### src/rtl/vmem1_ctl_if.sv
// Bus bundle between the CPU map logic, the spy/debug port, the map RAM wrapper
// and the vmem1_ctl access controller.
interface vmem1_ctl_if #(
  parameter int ADR_W  = 10,
  parameter int DATA_W = 24
);
  logic              init_req;
  logic              init_busy;

  logic              cpu_wr_req;
  logic [ADR_W-1:0]  cpu_wr_adr;
  logic [DATA_W-1:0] cpu_wr_data;
  logic              cpu_wr_ack;

  logic              cpu_rd_req;
  logic [ADR_W-1:0]  cpu_rd_adr;
  logic              cpu_rd_ack;
  logic              cpu_rd_valid;

  logic              spy_req;
  logic              spy_we;
  logic [ADR_W-1:0]  spy_adr;
  logic [DATA_W-1:0] spy_wdata;
  logic              spy_ack;
  logic [DATA_W-1:0] spy_rdata;
  logic              spy_rvalid;

  logic [ADR_W-1:0]  mem_adr;
  logic [DATA_W-1:0] mem_wdata;
  logic              mem_rd;
  logic              mem_wr;
  logic [DATA_W-1:0] mem_q;

  modport master (
    output init_req,
    output cpu_wr_req, cpu_wr_adr, cpu_wr_data,
    output cpu_rd_req, cpu_rd_adr,
    output spy_req, spy_we, spy_adr, spy_wdata,
    output mem_q,
    input  init_busy,
    input  cpu_wr_ack, cpu_rd_ack, cpu_rd_valid,
    input  spy_ack, spy_rdata, spy_rvalid,
    input  mem_adr, mem_wdata, mem_rd, mem_wr
  );

  modport slave (
    input  init_req,
    input  cpu_wr_req, cpu_wr_adr, cpu_wr_data,
    input  cpu_rd_req, cpu_rd_adr,
    input  spy_req, spy_we, spy_adr, spy_wdata,
    input  mem_q,
    output init_busy,
    output cpu_wr_ack, cpu_rd_ack, cpu_rd_valid,
    output spy_ack, spy_rdata, spy_rvalid,
    output mem_adr, mem_wdata, mem_rd, mem_wr
  );
endinterface

### src/rtl/vmem1_ctl.sv
// Level-1 map RAM access controller: clear sweep plus a one-grant-per-cycle
// arbiter for CPU writes, CPU lookups and the spy port, with spy anti-starvation.
module vmem1_ctl #(
  parameter int ADR_W         = 10,
  parameter int DATA_W        = 24,
  parameter int STARVE_MAX    = 15,
  parameter int INIT_ON_RESET = 1
) (
  input  logic        clk,
  input  logic        reset,
  vmem1_ctl_if.slave  bus
);

  localparam int                SW         = $clog2(STARVE_MAX + 1);
  localparam logic [SW-1:0]     STARVE_TOP = SW'(STARVE_MAX);
  localparam logic [ADR_W-1:0]  LAST_ADR   = '1;

  typedef enum logic {S_INIT, S_RUN} state_t;
  localparam state_t RESET_STATE = (INIT_ON_RESET != 0) ? S_INIT : S_RUN;

  state_t            state;
  state_t            state_nx;
  logic [ADR_W-1:0]  sweep_cnt;
  logic [ADR_W-1:0]  sweep_nx;
  logic [SW-1:0]     starve_cnt;
  logic [SW-1:0]     starve_nx;
  logic [ADR_W-1:0]  adr_hold;
  logic [ADR_W-1:0]  adr_nx;
  logic [DATA_W-1:0] wdata_hold;
  logic [DATA_W-1:0] wdata_nx;
  logic [DATA_W-1:0] spy_rdata_hold;
  logic              cpu_rd_pend;
  logic              spy_rd_pend;
  logic              gnt_wr;
  logic              gnt_rd;
  logic              gnt_spy;
  logic              spy_starved;
  logic              mem_rd_c;
  logic              mem_wr_c;

  always_ff @(posedge clk or negedge reset) begin
    if (!reset) begin
      state <= RESET_STATE;
    end else begin
      state <= state_nx;
    end
  end

  always_ff @(posedge clk or negedge reset) begin
    if (!reset) begin
      sweep_cnt      <= '0;
      starve_cnt     <= '0;
      adr_hold       <= '0;
      wdata_hold     <= '0;
      cpu_rd_pend    <= 1'b0;
      spy_rd_pend    <= 1'b0;
      spy_rdata_hold <= '0;
    end else begin
      sweep_cnt   <= sweep_nx;
      starve_cnt  <= starve_nx;
      adr_hold    <= adr_nx;
      wdata_hold  <= wdata_nx;
      cpu_rd_pend <= gnt_rd;
      spy_rd_pend <= gnt_spy & ~bus.spy_we;
      if (spy_rd_pend) begin
        spy_rdata_hold <= bus.mem_q;
      end
    end
  end

  // Everything is gated by reset so the RAM sees no strobes while reset is held,
  // even though the state register already sits in INIT.
  always_comb begin
    state_nx    = state;
    sweep_nx    = sweep_cnt;
    starve_nx   = starve_cnt;
    adr_nx      = adr_hold;
    wdata_nx    = wdata_hold;
    gnt_wr      = 1'b0;
    gnt_rd      = 1'b0;
    gnt_spy     = 1'b0;
    mem_rd_c    = 1'b0;
    mem_wr_c    = 1'b0;
    spy_starved = bus.spy_req && (starve_cnt == STARVE_TOP);

    if (reset) begin
      case (state)
        S_INIT: begin
          mem_wr_c = 1'b1;
          adr_nx   = sweep_cnt;
          wdata_nx = '0;
          sweep_nx = sweep_cnt + 1'b1;
          if (sweep_cnt == LAST_ADR) begin
            state_nx = S_RUN;
          end
        end
        S_RUN: begin
          if (spy_starved) begin
            gnt_spy = 1'b1;
          end else if (bus.cpu_wr_req) begin
            gnt_wr = 1'b1;
          end else if (bus.cpu_rd_req) begin
            gnt_rd = 1'b1;
          end else if (bus.spy_req) begin
            gnt_spy = 1'b1;
          end

          if (gnt_wr) begin
            mem_wr_c = 1'b1;
            adr_nx   = bus.cpu_wr_adr;
            wdata_nx = bus.cpu_wr_data;
          end else if (gnt_rd) begin
            mem_rd_c = 1'b1;
            adr_nx   = bus.cpu_rd_adr;
          end else if (gnt_spy) begin
            adr_nx = bus.spy_adr;
            if (bus.spy_we) begin
              mem_wr_c = 1'b1;
              wdata_nx = bus.spy_wdata;
            end else begin
              mem_rd_c = 1'b1;
            end
          end

          // The grant above still completes; the sweep starts on the next edge.
          if (bus.init_req) begin
            state_nx = S_INIT;
            sweep_nx = '0;
          end
        end
        default: begin
          state_nx = RESET_STATE;
        end
      endcase

      if (!bus.spy_req || gnt_spy) begin
        starve_nx = '0;
      end else if (state == S_RUN && starve_cnt != STARVE_TOP) begin
        starve_nx = starve_cnt + 1'b1;
      end
    end
  end

  assign bus.init_busy    = (state == S_INIT);
  assign bus.cpu_wr_ack   = gnt_wr;
  assign bus.cpu_rd_ack   = gnt_rd;
  assign bus.spy_ack      = gnt_spy;
  assign bus.cpu_rd_valid = cpu_rd_pend;
  assign bus.spy_rvalid   = spy_rd_pend;
  // Pass mem_q straight through in the pulse cycle so data and rvalid line up.
  assign bus.spy_rdata    = spy_rd_pend ? bus.mem_q : spy_rdata_hold;
  assign bus.mem_adr      = adr_nx;
  assign bus.mem_wdata    = wdata_nx;
  assign bus.mem_rd       = mem_rd_c;
  assign bus.mem_wr       = mem_wr_c;

endmodule
### src/flat_wrapper.sv
// flat-port wrapper written by rule: the top's interface ports become plain ports
module vmem1_ctl_flat 
#(
  parameter int ADR_W         = 10,
  parameter int DATA_W        = 24,
  parameter int STARVE_MAX    = 15,
  parameter int INIT_ON_RESET = 1
)
  (clk, reset, bus_init_req, bus_cpu_wr_req, bus_cpu_wr_adr, bus_cpu_wr_data, bus_cpu_rd_req, bus_cpu_rd_adr, bus_spy_req, bus_spy_we, bus_spy_adr, bus_spy_wdata, bus_mem_q, bus_init_busy, bus_cpu_wr_ack, bus_cpu_rd_ack, bus_cpu_rd_valid, bus_spy_ack, bus_spy_rdata, bus_spy_rvalid, bus_mem_adr, bus_mem_wdata, bus_mem_rd, bus_mem_wr);
  vmem1_ctl_if #(.ADR_W(ADR_W), .DATA_W(DATA_W)) bus_i ();
  input  logic clk;
  input  logic reset;
  input wire logic [$bits(bus_i.init_req)-1:0] bus_init_req;
  input wire logic [$bits(bus_i.cpu_wr_req)-1:0] bus_cpu_wr_req;
  input wire logic [$bits(bus_i.cpu_wr_adr)-1:0] bus_cpu_wr_adr;
  input wire logic [$bits(bus_i.cpu_wr_data)-1:0] bus_cpu_wr_data;
  input wire logic [$bits(bus_i.cpu_rd_req)-1:0] bus_cpu_rd_req;
  input wire logic [$bits(bus_i.cpu_rd_adr)-1:0] bus_cpu_rd_adr;
  input wire logic [$bits(bus_i.spy_req)-1:0] bus_spy_req;
  input wire logic [$bits(bus_i.spy_we)-1:0] bus_spy_we;
  input wire logic [$bits(bus_i.spy_adr)-1:0] bus_spy_adr;
  input wire logic [$bits(bus_i.spy_wdata)-1:0] bus_spy_wdata;
  input wire logic [$bits(bus_i.mem_q)-1:0] bus_mem_q;
  output wire logic [$bits(bus_i.init_busy)-1:0] bus_init_busy;
  output wire logic [$bits(bus_i.cpu_wr_ack)-1:0] bus_cpu_wr_ack;
  output wire logic [$bits(bus_i.cpu_rd_ack)-1:0] bus_cpu_rd_ack;
  output wire logic [$bits(bus_i.cpu_rd_valid)-1:0] bus_cpu_rd_valid;
  output wire logic [$bits(bus_i.spy_ack)-1:0] bus_spy_ack;
  output wire logic [$bits(bus_i.spy_rdata)-1:0] bus_spy_rdata;
  output wire logic [$bits(bus_i.spy_rvalid)-1:0] bus_spy_rvalid;
  output wire logic [$bits(bus_i.mem_adr)-1:0] bus_mem_adr;
  output wire logic [$bits(bus_i.mem_wdata)-1:0] bus_mem_wdata;
  output wire logic [$bits(bus_i.mem_rd)-1:0] bus_mem_rd;
  output wire logic [$bits(bus_i.mem_wr)-1:0] bus_mem_wr;
  assign bus_i.init_req = bus_init_req;
  assign bus_i.cpu_wr_req = bus_cpu_wr_req;
  assign bus_i.cpu_wr_adr = bus_cpu_wr_adr;
  assign bus_i.cpu_wr_data = bus_cpu_wr_data;
  assign bus_i.cpu_rd_req = bus_cpu_rd_req;
  assign bus_i.cpu_rd_adr = bus_cpu_rd_adr;
  assign bus_i.spy_req = bus_spy_req;
  assign bus_i.spy_we = bus_spy_we;
  assign bus_i.spy_adr = bus_spy_adr;
  assign bus_i.spy_wdata = bus_spy_wdata;
  assign bus_i.mem_q = bus_mem_q;
  assign bus_init_busy = bus_i.init_busy;
  assign bus_cpu_wr_ack = bus_i.cpu_wr_ack;
  assign bus_cpu_rd_ack = bus_i.cpu_rd_ack;
  assign bus_cpu_rd_valid = bus_i.cpu_rd_valid;
  assign bus_spy_ack = bus_i.spy_ack;
  assign bus_spy_rdata = bus_i.spy_rdata;
  assign bus_spy_rvalid = bus_i.spy_rvalid;
  assign bus_mem_adr = bus_i.mem_adr;
  assign bus_mem_wdata = bus_i.mem_wdata;
  assign bus_mem_rd = bus_i.mem_rd;
  assign bus_mem_wr = bus_i.mem_wr;
  vmem1_ctl #(.ADR_W(ADR_W), .DATA_W(DATA_W), .STARVE_MAX(STARVE_MAX), .INIT_ON_RESET(INIT_ON_RESET)) u_core (.clk(clk), .reset(reset), .bus(bus_i));
endmodule
### config.mk
export PLATFORM = sky130hd
export DESIGN_NAME = vmem1_ctl_flat
export DESIGN_NICKNAME = d
export VERILOG_FILES = /design/src/rtl/vmem1_ctl_if.sv /design/src/rtl/vmem1_ctl.sv /design/src/flat_wrapper.sv
export SDC_FILE = /design/constraint.sdc
export NUM_CORES = 1
export LEC_CHECK = 0
export BUFFER_PORTS_ARGS = -buffer_cell sky130_fd_sc_hd__buf_2
export CAP_MARGIN = 20
export CORE_MARGIN = 2
export CORE_UTILIZATION = 47
export CTS_CLUSTER_SIZE = 10
export DETAILED_ROUTE_END_ITERATION = 10
export MAX_ROUTING_LAYER = met4
export PLACE_DENSITY = 0.89
export SLEW_MARGIN = 20
export SYNTH_ARGS = -nofsm -noshare
export SYNTH_HDL_FRONTEND = slang
export SYNTH_SLANG_ARGS = --single-unit
### constraint.sdc
create_clock -name clk -period 2.22 [get_ports clk]
set_input_delay 0.444 -clock clk [delete_from_list [all_inputs] [get_ports clk]]
set_output_delay 0.444 -clock clk [all_outputs]
set_load 0.01 [all_outputs]
==> results.py <==
metrics = {
    "power_and_ir_drop": {
        "power_w": 0.00358,
        "power_density_mw_per_mm2": 609,
        "irDropWorstVdd_uv": 304,
        "p_leak_nw": 2.94,
    },
    "synthesis": {
        "synth_top_area_cell": "dfrtp_1",
        "synth_cells": 323,
        "ys_async_sr_fraction_pct": 100,
        "synth_edf_count": 0,
        "yosys-top-cells-area": "dfrtp_1 (51%), a22oi_1 (8.4%), mux2_2 (7.4%)",
        "synth_seq_area_share_pct": 51.3,
        "avgSynthCellArea_sq_um": 11.3,
        "yosysUniqueCellTypes": 54,
        "yosysMostFrequentCell": "dfrtp_1",
        "yosysTopAreaCellShare_pct": 51.3,
        "syn_area_sq_mm": 0.00366,
        "ys_ff_latch": 75,
        "synth_fp_nets": 434,
        "ys_warn_count": 0,
        "yosys_most_used_dff": "dfrtp_1",
        "synth_common_cells": "dfrtp_1 (75), a22oi_1 (41), o21ai_0 (37)",
    },
    "sta": {
        "clock.fmax_mhz": 363,
        "finalSetupTns_ns": -17.65,
        "slew_viol_final": 0,
        "finalCritPeriodShare_pct": 124,
        "worst_pin_slew_ns": 0.545,
        "setup_viol": 42,
        "max_slew_margin_pct": 63.7,
        "hold_slack_ns": 0.123,
        "skew_ns": 0.0165,
        "post-route-min-period_ns": 2.76,
        "grt_setup_unrepaired": "true",
        "finalWorstSetupSlack_ns": -0.537,
        "hold_viol": 0,
    },
    "outcome": {
        "status": "complete, but fails checks",
        "violations": "negative setup slack",
    },
    "hold_path": {
        "worstHoldPathType": "in2async",
    },
    "cts": {
        "clock_path_buffers": 2,
        "clk_pin_slew_ns": 0.09,
        "worstSkewPairLatency_ns": 0.35,
        "htreeDepth": 3,
        "cts-buffers-inserted": 9,
        "tritoncts": "built",
        "cts.sinks": 75,
        "root_buffer": "clkbuf_8",
    },
    "floorplanning": {
        "core-area_sq_mm": 0.00765,
        "die_y_microns": 92.3,
        "start_util_pct": 47.9,
        "die_x_microns": 92.3,
        "rows": 32,
        "ios": 175,
        "dieArea_sq_mm": 0.00851,
    },
    "flow_run": {
        "maxCapViolCount": 0,
    },
    "global_routing": {
        "grt_pass1_wl_microns": 20000,
        "antenna_found_initial": 1,
        "first_global_vias": 4068,
        "grt.overflow.total": 0,
        "grt_max_degree": 44,
        "grt.total_usage_pct": 31.0,
    },
    "critical_path": {
        "crit_type": "reg2out",
        "path_max_fanout": 12,
        "setup.worst_path.end_class": "primary output",
        "regToRegSetupSlack_ns": -0.31,
        "timing.rr.end": "u_core.adr_hold[1]$_DFF_PN0_",
        "r2r_cells": 15,
        "required_ns": 1.78,
        "r2r_start": "u_core.starve_cnt[0]$_DFFE_PN0P_",
        "arrival_ns": 2.31,
        "crit_path_start_kind": "flip-flop",
    },
    "cells_and_area": {
        "layout.nets": 675,
        "design_area_sq_mm": 0.00587,
        "syn2layout_area_growth_pct": 60.5,
        "drive_gt1_share_pct": 65.6,
        "final_util_pct": 76.8,
    },
    "routing": {
        "drt-initial-drc-count": 352,
        "drtPass1Iterations": 5,
        "vias": 4207,
        "wl_per_cell_microns": 22.1,
        "remaining_drc_errors": 0,
        "wl_microns": 14800,
        "ant_nets": 0,
        "avgViaCountPerCell": 6.26,
    },
    "place": {
        "dpl.hpwl_microns": 7900,
        "io_buffers": 174,
        "gp_congestion": 0.917,
        "place_area_sq_mm": 0.00476,
    },
}
-- flip-flops by register name, summed over array words and instances, names as in the netlist --
register and cells:
u_core.sweep_cnt 10, u_core.bus.spy_rvalid 1, u_core.state 1, u_core.spy_rdata_hold 24
u_core.bus.cpu_rd_valid 1, u_core.adr_hold 10, u_core.starve_cnt 4, u_core.wdata_hold 24
-- cells in the final DEF, fill, tap and decap left out, types with 8 or more instances in the layout --
cell type	netlist	layout
buf_2	2	170
a22o_1	11	11
clkbuf_8	1	9
o21ai_2	0	10
o21ai_1	0	17
dfrtp_1	75	75
buf_4	1	54
mux2_2	24	24
nand2_1	8	8
o21ai_0	37	10
o22ai_2	6	19
a22oi_2	1	35
buf_6	6	17
-- report_power, final --
| part | leakage (nW) | total (W) | switching (W) | internal, W |
|---|---|---|---|---|
| sequential | 1.02 | 0.00157 | 0.000113 | 0.00146 |
| combinational | 1.81 | 0.000920 | 0.000428 | 0.000492 |
| clock | 0.104 | 0.00109 | 0.000560 | 0.000528 |
-- cell type report --
type,instances,area (sq um)
clock buffer,9,124
inverter,7,30.0
antenna,1,2.50
multi-input combinational,220,1970
clock inverter,7,75.1
tap,102,128
timing repair buffer,251,1670
fill,465,1770
sequential,75,1880
-- metal layers --
layer,vias up,track usage [%],part of all wire (%)
met1,2009,34.7,36
met4,0,17.9,6.6
met3,100,6.24,8.4
met2,357,51.7,49
li1,1741,-,-
met5,-,-,0
-- what timing repair did --
action                     CTS  global route
gates resized for setup     52            66
pin swaps                   23            23
cloned                       4             3
buffers inserted            38            13
setup endpoints to repair   38            42
hold buffers                 0             0
-- cells by family (layout without fill, tap and decap cells) --
family	after synthesis	count (layout)	share of synthesized area, %
AOI/OAI and AO/OA	139	141	27.0
xor gates and xnor gates	4	4	0.957
adders and majority gates	2	2	0.683
buffers and inverters	30	274	5.06
DFF	75	75	51.3
muxes	26	26	7.93
other	0	1	0
and+or+nand+nor	47	47	7.08
-- worst max path at each step --
stage	endpoint	depth (start not counted)	slack (ns)	from
after floorplan	bus_mem_wdata[15]	6	0.04	bus_cpu_wr_req
after global placement	bus_mem_adr[6]	8	-0.08	bus_spy_req
after detailed placement	bus_mem_wdata[1]	7	-0.16	bus_spy_req
after CTS	bus_mem_wdata[3]	8	-0.33	u_core.starve_cnt[0]$_DFFE_PN0P_
after global routing	bus_mem_wdata[13]	8	-0.60	u_core.starve_cnt[0]$_DFFE_PN0P_
final	bus_mem_wdata[13]	8	-0.54	u_core.starve_cnt[0]$_DFFE_PN0P_
-- per-stage QoR --
| stage | std cells | setup WS [ns] |
|---|---|---|
| global placement | 602 | -0.0845 |
| global route | 672 | -0.600 |
| CTS | 659 | -0.331 |
| detailed placement | 602 | -0.160 |
| floorplan | 323 | 0.0449 |
| finish | 672 | -0.537 |
-- worst max-delay path, stage by stage (launching register included) --
cell and delay, ns:
dfrtp_1 0.41, ha_2 0.22, nand4_1 0.26, buf_4 0.25, and2_4 0.18, buf_16 0.16, a22oi_2 0.16, o22ai_2 0.14
buf_2 0.16
Note: power is estimated with default switching activity, not from simulation.
